`config.mk`:
```
export PLATFORM = sky130hd
export DESIGN_NAME = io_input_port_flat
export DESIGN_NICKNAME = d
export VERILOG_FILES = /design/src/rtl/io_input_pkg.sv /design/src/rtl/io_input_port_if.sv /design/src/rtl/io_debounce.sv /design/src/rtl/io_input_port.sv /design/src/flat_wrapper.sv
export SDC_FILE = /design/constraint.sdc
export NUM_CORES = 1
export LEC_CHECK = 0
export ABC_AREA = 1
export ABC_CLOCK_PERIOD_IN_PS = 2700
export CAP_MARGIN = 20
export CORE_MARGIN = 3
export CORE_UTILIZATION = 40
export CTS_BUF_LIST = sky130_fd_sc_hd__clkbuf_8
export CTS_CLUSTER_DIAMETER = 200
export DETAILED_ROUTE_END_ITERATION = 10
export PLACE_DENSITY = 0.72
export REMOVE_ABC_BUFFERS = 1
export SYNTH_ARGS = -nofsm -noshare
export SYNTH_HDL_FRONTEND = slang
export SYNTH_SLANG_ARGS = --single-unit
```
`constraint.sdc`:
```
create_clock -name clock -period 2.7 [get_ports clock]
set_clock_uncertainty 0.1 [all_clocks]
set_input_delay 0.27 -clock clock [delete_from_list [all_inputs] [get_ports clock]]
set_output_delay 0.27 -clock clock [all_outputs]
set_load 0.02 [all_outputs]
```
`src/rtl/io_input_pkg.sv`:
```
// Shared defaults and port bit-slice constants for the switch/key input port.
package io_input_pkg;

  localparam int N_SW_DEF      = 10;
  localparam int TICK_DIV_DEF  = 50000;
  localparam int DB_STABLE_DEF = 4;

  localparam int PORT_W    = 32;
  localparam int PORT_BITS = 5;
  localparam int PORT0_LSB = 0;
  localparam int PORT1_LSB = 5;

  // Counter width for a modulus n, never narrower than one bit.
  function automatic int cnt_width(input int n);
    return (n > 1) ? $clog2(n) : 1;
  endfunction

endpackage

```
`src/rtl/io_input_port_if.sv`:
```
// Board/data-memory side of the switch/key input port.
interface io_input_port_if
  import io_input_pkg::*;
#(
  parameter int N_SW = N_SW_DEF
) ();

  logic [N_SW-1:0]   sw_raw;
  logic              rd_strobe;
  logic [PORT_W-1:0] in_port0;
  logic [PORT_W-1:0] in_port1;
  logic [PORT_W-1:0] edge_flags;
  logic              change_irq;

  modport master (
    output sw_raw, rd_strobe,
    input  in_port0, in_port1, edge_flags, change_irq
  );

  modport slave (
    input  sw_raw, rd_strobe,
    output in_port0, in_port1, edge_flags, change_irq
  );

endinterface

```
`src/rtl/io_debounce.sv`:
```
// One switch bit: two-flop synchronizer followed by a tick-sampled
// consecutive-mismatch counter that qualifies a new stable level.
module io_debounce
  import io_input_pkg::*;
#(
  parameter int DB_STABLE = DB_STABLE_DEF
) (
  input  logic clock,
  input  logic reset,
  input  logic tick,
  input  logic raw,
  output logic level
);

  localparam int CW = cnt_width(DB_STABLE);

  logic          sync_p0;
  logic          sync_p1;
  logic [CW-1:0] cnt;

  always_ff @(posedge clock or posedge reset) begin
    if (reset) begin
      sync_p0 <= 1'b0;
      sync_p1 <= 1'b0;
      cnt     <= '0;
      level   <= 1'b0;
    end else begin
      // synchronizer stage boundary: raw -> sync_p0 -> sync_p1
      sync_p0 <= raw;
      sync_p1 <= sync_p0;
      if (tick) begin
        if (sync_p1 != level) begin
          if (cnt == CW'(DB_STABLE - 1)) begin
            level <= sync_p1;
            cnt   <= '0;
          end else begin
            cnt <= cnt + CW'(1);
          end
        end else begin
          // any agreeing sample restarts qualification
          cnt <= '0;
        end
      end
    end
  end

endmodule

```
`src/rtl/io_input_port.sv`:
```
// Debounced switch/key input port with optional sticky change flags and
// interrupt, enabled by defining IO_EDGE_CAPTURE_EN.
module io_input_port
  import io_input_pkg::*;
#(
  parameter int N_SW      = N_SW_DEF,
  parameter int TICK_DIV  = TICK_DIV_DEF,
  parameter int DB_STABLE = DB_STABLE_DEF
) (
  input  logic           clock,
  input  logic           reset,
  io_input_port_if.slave bus
);

  localparam int TW = cnt_width(TICK_DIV);

  logic [TW-1:0]   tick_cnt;
  logic            tick;
  logic [N_SW-1:0] stable;

  assign tick = (tick_cnt == TW'(TICK_DIV - 1));

  always_ff @(posedge clock or posedge reset) begin
    if (reset) begin
      tick_cnt <= '0;
    end else if (tick) begin
      tick_cnt <= '0;
    end else begin
      tick_cnt <= tick_cnt + TW'(1);
    end
  end

  for (genvar i = 0; i < N_SW; i++) begin : g_db
    io_debounce #(
      .DB_STABLE (DB_STABLE)
    ) u_db (
      .clock (clock),
      .reset (reset),
      .tick  (tick),
      .raw   (bus.sw_raw[i]),
      .level (stable[i])
    );
  end

  assign bus.in_port0 = PORT_W'(stable[PORT0_LSB +: PORT_BITS]);
  assign bus.in_port1 = PORT_W'(stable[PORT1_LSB +: PORT_BITS]);

`ifdef IO_EDGE_CAPTURE_EN
  logic [N_SW-1:0] stable_prev;
  logic [N_SW-1:0] flags;
  logic [N_SW-1:0] flags_next;
  logic            irq;

  // A fresh change wins over a same-cycle read clear for that bit only.
  always_comb begin
    flags_next = (flags & ~{N_SW{bus.rd_strobe}}) | (stable ^ stable_prev);
  end

  always_ff @(posedge clock or posedge reset) begin
    if (reset) begin
      stable_prev <= '0;
      flags       <= '0;
      irq         <= 1'b0;
    end else begin
      stable_prev <= stable;
      flags       <= flags_next;
      irq         <= |flags_next;
    end
  end

  assign bus.edge_flags = PORT_W'(flags);
  assign bus.change_irq = irq;
`else
  logic unused_rd_strobe;

  assign unused_rd_strobe = bus.rd_strobe;
  assign bus.edge_flags   = '0;
  assign bus.change_irq   = 1'b0;
`endif

endmodule

```
`src/flat_wrapper.sv`:
```
// flat-port wrapper written by rule: the top's interface ports become plain ports
module io_input_port_flat import io_input_pkg::*;
#(
  parameter int N_SW      = N_SW_DEF,
  parameter int TICK_DIV  = TICK_DIV_DEF,
  parameter int DB_STABLE = DB_STABLE_DEF
)
  (clock, reset, bus_sw_raw, bus_rd_strobe, bus_in_port0, bus_in_port1, bus_edge_flags, bus_change_irq);
  io_input_port_if #(.N_SW(N_SW)) bus_i ();
  input  logic clock;
  input  logic reset;
  input wire logic [$bits(bus_i.sw_raw)-1:0] bus_sw_raw;
  input wire logic [$bits(bus_i.rd_strobe)-1:0] bus_rd_strobe;
  output wire logic [$bits(bus_i.in_port0)-1:0] bus_in_port0;
  output wire logic [$bits(bus_i.in_port1)-1:0] bus_in_port1;
  output wire logic [$bits(bus_i.edge_flags)-1:0] bus_edge_flags;
  output wire logic [$bits(bus_i.change_irq)-1:0] bus_change_irq;
  assign bus_i.sw_raw = bus_sw_raw;
  assign bus_i.rd_strobe = bus_rd_strobe;
  assign bus_in_port0 = bus_i.in_port0;
  assign bus_in_port1 = bus_i.in_port1;
  assign bus_edge_flags = bus_i.edge_flags;
  assign bus_change_irq = bus_i.change_irq;
  io_input_port #(.N_SW(N_SW), .TICK_DIV(TICK_DIV), .DB_STABLE(DB_STABLE)) u_core (.clock(clock), .reset(reset), .bus(bus_i));
endmodule
```
==> results.yml <==
synthesis:
  ys_warn_count: 0
  synth_top_cell_area_share: 0.411
  yosysSeqAreaShare: 0.411
  synth_compound_area_frac: 0.0498
  synth_top_family_by_area: "buffers and inverters"
  synth_top_cell_by_area: "dfrtp_1"
  synth.most_common_cell: "nand2_1"
  synthTopCellsByCount: "nand2_1 (113), buf_4 (100), dfrtp_1 (66), inv_1 (56), nor2_1 (48)"
  ys_top_cells_by_area: "dfrtp_1 (41%), buf_4 (19%), nand2_1 (11%)"
  avgSynthCellArea_sq_um: 8.30
  ys_ff_latch: 66
  synthSimpleGateAreaFrac: 0.237
  async_reset_ff_frac: 1.00
  synthFlopType: "dfrtp_1"
  synth-edff-count: 0
  synthMuxAreaShare: 0
  syn_inst: 484
  yosysUniqueCellTypes: 25
  syn_area_sq_um: 4020
  synth-xor-area-share: 0.0153
  synth_fa_ha_area_frac: 0.0342
clock_tree:
  cts_tree: "built"
  clk_pin_slew_ns: 0.07
  cts_setup_buffers: 0
  clock-root-buffer: "clkbuf_8"
  cts_max_path_buffers: 2
  insertion_delay_ns: 0.34
  clock_sinks: 66
  cts_hold_buf: 0
  htree_levels: 3
  cts_resized: 0
  cts-buffers-inserted: 9
global_routing:
  grt_pass1_wl_microns: 10500
  antenna_found_initial: 0
  grtUsageTotal: 0.116
  grt_max_degree: 67
  grt_pass1_vias: 2476
  grt_overflow: 0
critical_path:
  worst-setup-path-type: "flop to flop"
  cp-start-kind: "flop"
  worstPathRequired_ns: 2.83
  crit_fanout: 30
  r2r_cells: 8
  cp.arrival_ns: 2.05
  cp-end-kind: "flop"
sta:
  min_period_over_period: 0.712
  fin_crit_ns: 1.92
  setup_viol: 0
  tns_ns: 0
  finalHoldViolCount: 0
  rsz0062_at_grt: "no"
  tightest_slew_ns: 0.505
  setup_ws_ns: 0.778
  fmax_ghz: 0.520
  drv_slew: 0
  max_slew_margin: 0.663
hold_path:
  hp-class: "input pin to async pin"
die:
  dieArea_sq_um: 11300
  dieHeight_microns: 106
  die_x_microns: 106
  ios: 110
  fp.coreArea_sq_um: 9500
  num_rows: 35
  start_util: 0.423
placement:
  gp_congestion: 0.849
  numPortBuffers: 21
  place_ws_ns: 0.768
  dpl.hpwl_microns: 4570
pwr:
  leakage_nw: 2.31
  ir_worst_vdd_mv: 0.223
  p_per_area_nw_per_um2: 527
final_layout:
  fin_nets: 524
  syn2layout_area_growth_pct: 4.51
  drive_above_1_share: 0.127
  num_antenna_cells: 0
routing:
  avgRoutedWirePerCell_microns: 10.0
  drc: 0
  vias: 2674
  detail_route.iter0.violations: 119
  final_antenna_net_count: 0
  drt-total-wl_microns: 6350
  firstDrtPassIters: 4
  via_per_inst: 4.22
outcome:
  outcome: "finished clean"
flow_run:
  drv_cap: 0
[worst max-delay path: stages (launching register included)]
cell     delay (ns)
dfrtp_1        0.37
ha_1           0.17
nand2_1        0.09
inv_2          0.09
nand2_4        0.09
nor2_8         0.30
nand2_4        0.34
inv_4          0.19
nor2_1         0.07
[per-stage QoR]
stage,util,cell area [sq um],power [mW],hold WS (ns),cells
after floorplan,-,3560,1.16,0.201,467
after global placement,0.416,3950,1.19,0.235,618
after detailed placement,0.416,3950,1.20,0.235,618
after CTS,0.442,4200,2.23,0.223,634
after global routing,0.442,4200,2.30,0.235,634
final,0.442,4200,2.21,0.209,634
[power by group]
part / internal (mW) / switching, mW
clock: 0.661 / 0.377
combinational: 0.0232 / 0.143
sequential: 1.00 / 0.00760
[layout make-up]
| type | count | area, sq um |
|---|---|---|
| Tap cell | 129 | 161 |
| Sequential cell | 66 | 1650 |
| Fill cell | 888 | 5300 |
| Multi-Input combinational cell | 341 | 1680 |
| Clock inverter | 5 | 100 |
| Inverter | 60 | 228 |
| Clock buffer | 11 | 151 |
| Timing Repair Buffer | 22 | 230 |
[placed cells by master (no fill, tap or decap), drive strengths merged]
cell type      instances
conb                  87
dfrtp                 66
a21oi                  1
o21bai                 2
inv                   59
xnor2                  1
nor2                  56
clkbuf                11
ha                    11
nand4                 14
nand3                 15
bufinv                 3
clkinv                 3
clkdlybuf4s50         21
xor2                   6
buf                    1
nand2                127
o21ai                 21
[kinds of logic (layout without fill, tap and decap cells)]
kind of cell,Yosys count,after routing
buffers and inverters,163,98
other,1,87
DFF,66,66
xor gates and xnor gates,7,7
adders and majority gates,11,11
AOI/OAI and AO/OA,24,24
and+or+nand+nor,212,212
[state kept, by name, indices dropped and copies added (netlist names)]
name	flops
u_core.g_db.u_db.level	10
u_core.g_db.u_db.sync_p0	10
u_core.g_db.u_db.cnt	20
u_core.g_db.u_db.sync_p1	10
u_core.tick_cnt	16
[final timing paths]
path | start | endpoint | slack, ns
max | u_core.tick_cnt[0] | u_core.tick_cnt[8] | 0.78
min | reset | u_core.g_db[2].u_db.cnt[0] | 0.21
max reg2reg | u_core.tick_cnt[0] | u_core.tick_cnt[8] | 0.78
min reg2reg | u_core.g_db[6].u_db.sync_p0 | u_core.g_db[6].u_db.sync_p1 | 0.25
max in group asynchronous | reset | u_core.g_db[1].u_db.sync_p0 | 2.01
min in group clock | u_core.g_db[6].u_db.sync_p0 | u_core.g_db[6].u_db.sync_p1 | 0.25
[per-layer routing]
metal,track usage,up-vias,wire length [microns]
li1,-,1323,-
met1,0.128,1230,2680
met2,0.201,107,2990
met3,0.0395,14,547
met4,0.0527,0,133
met5,0,-,0
No activity file was read; power rests on OpenSTA's default activity.
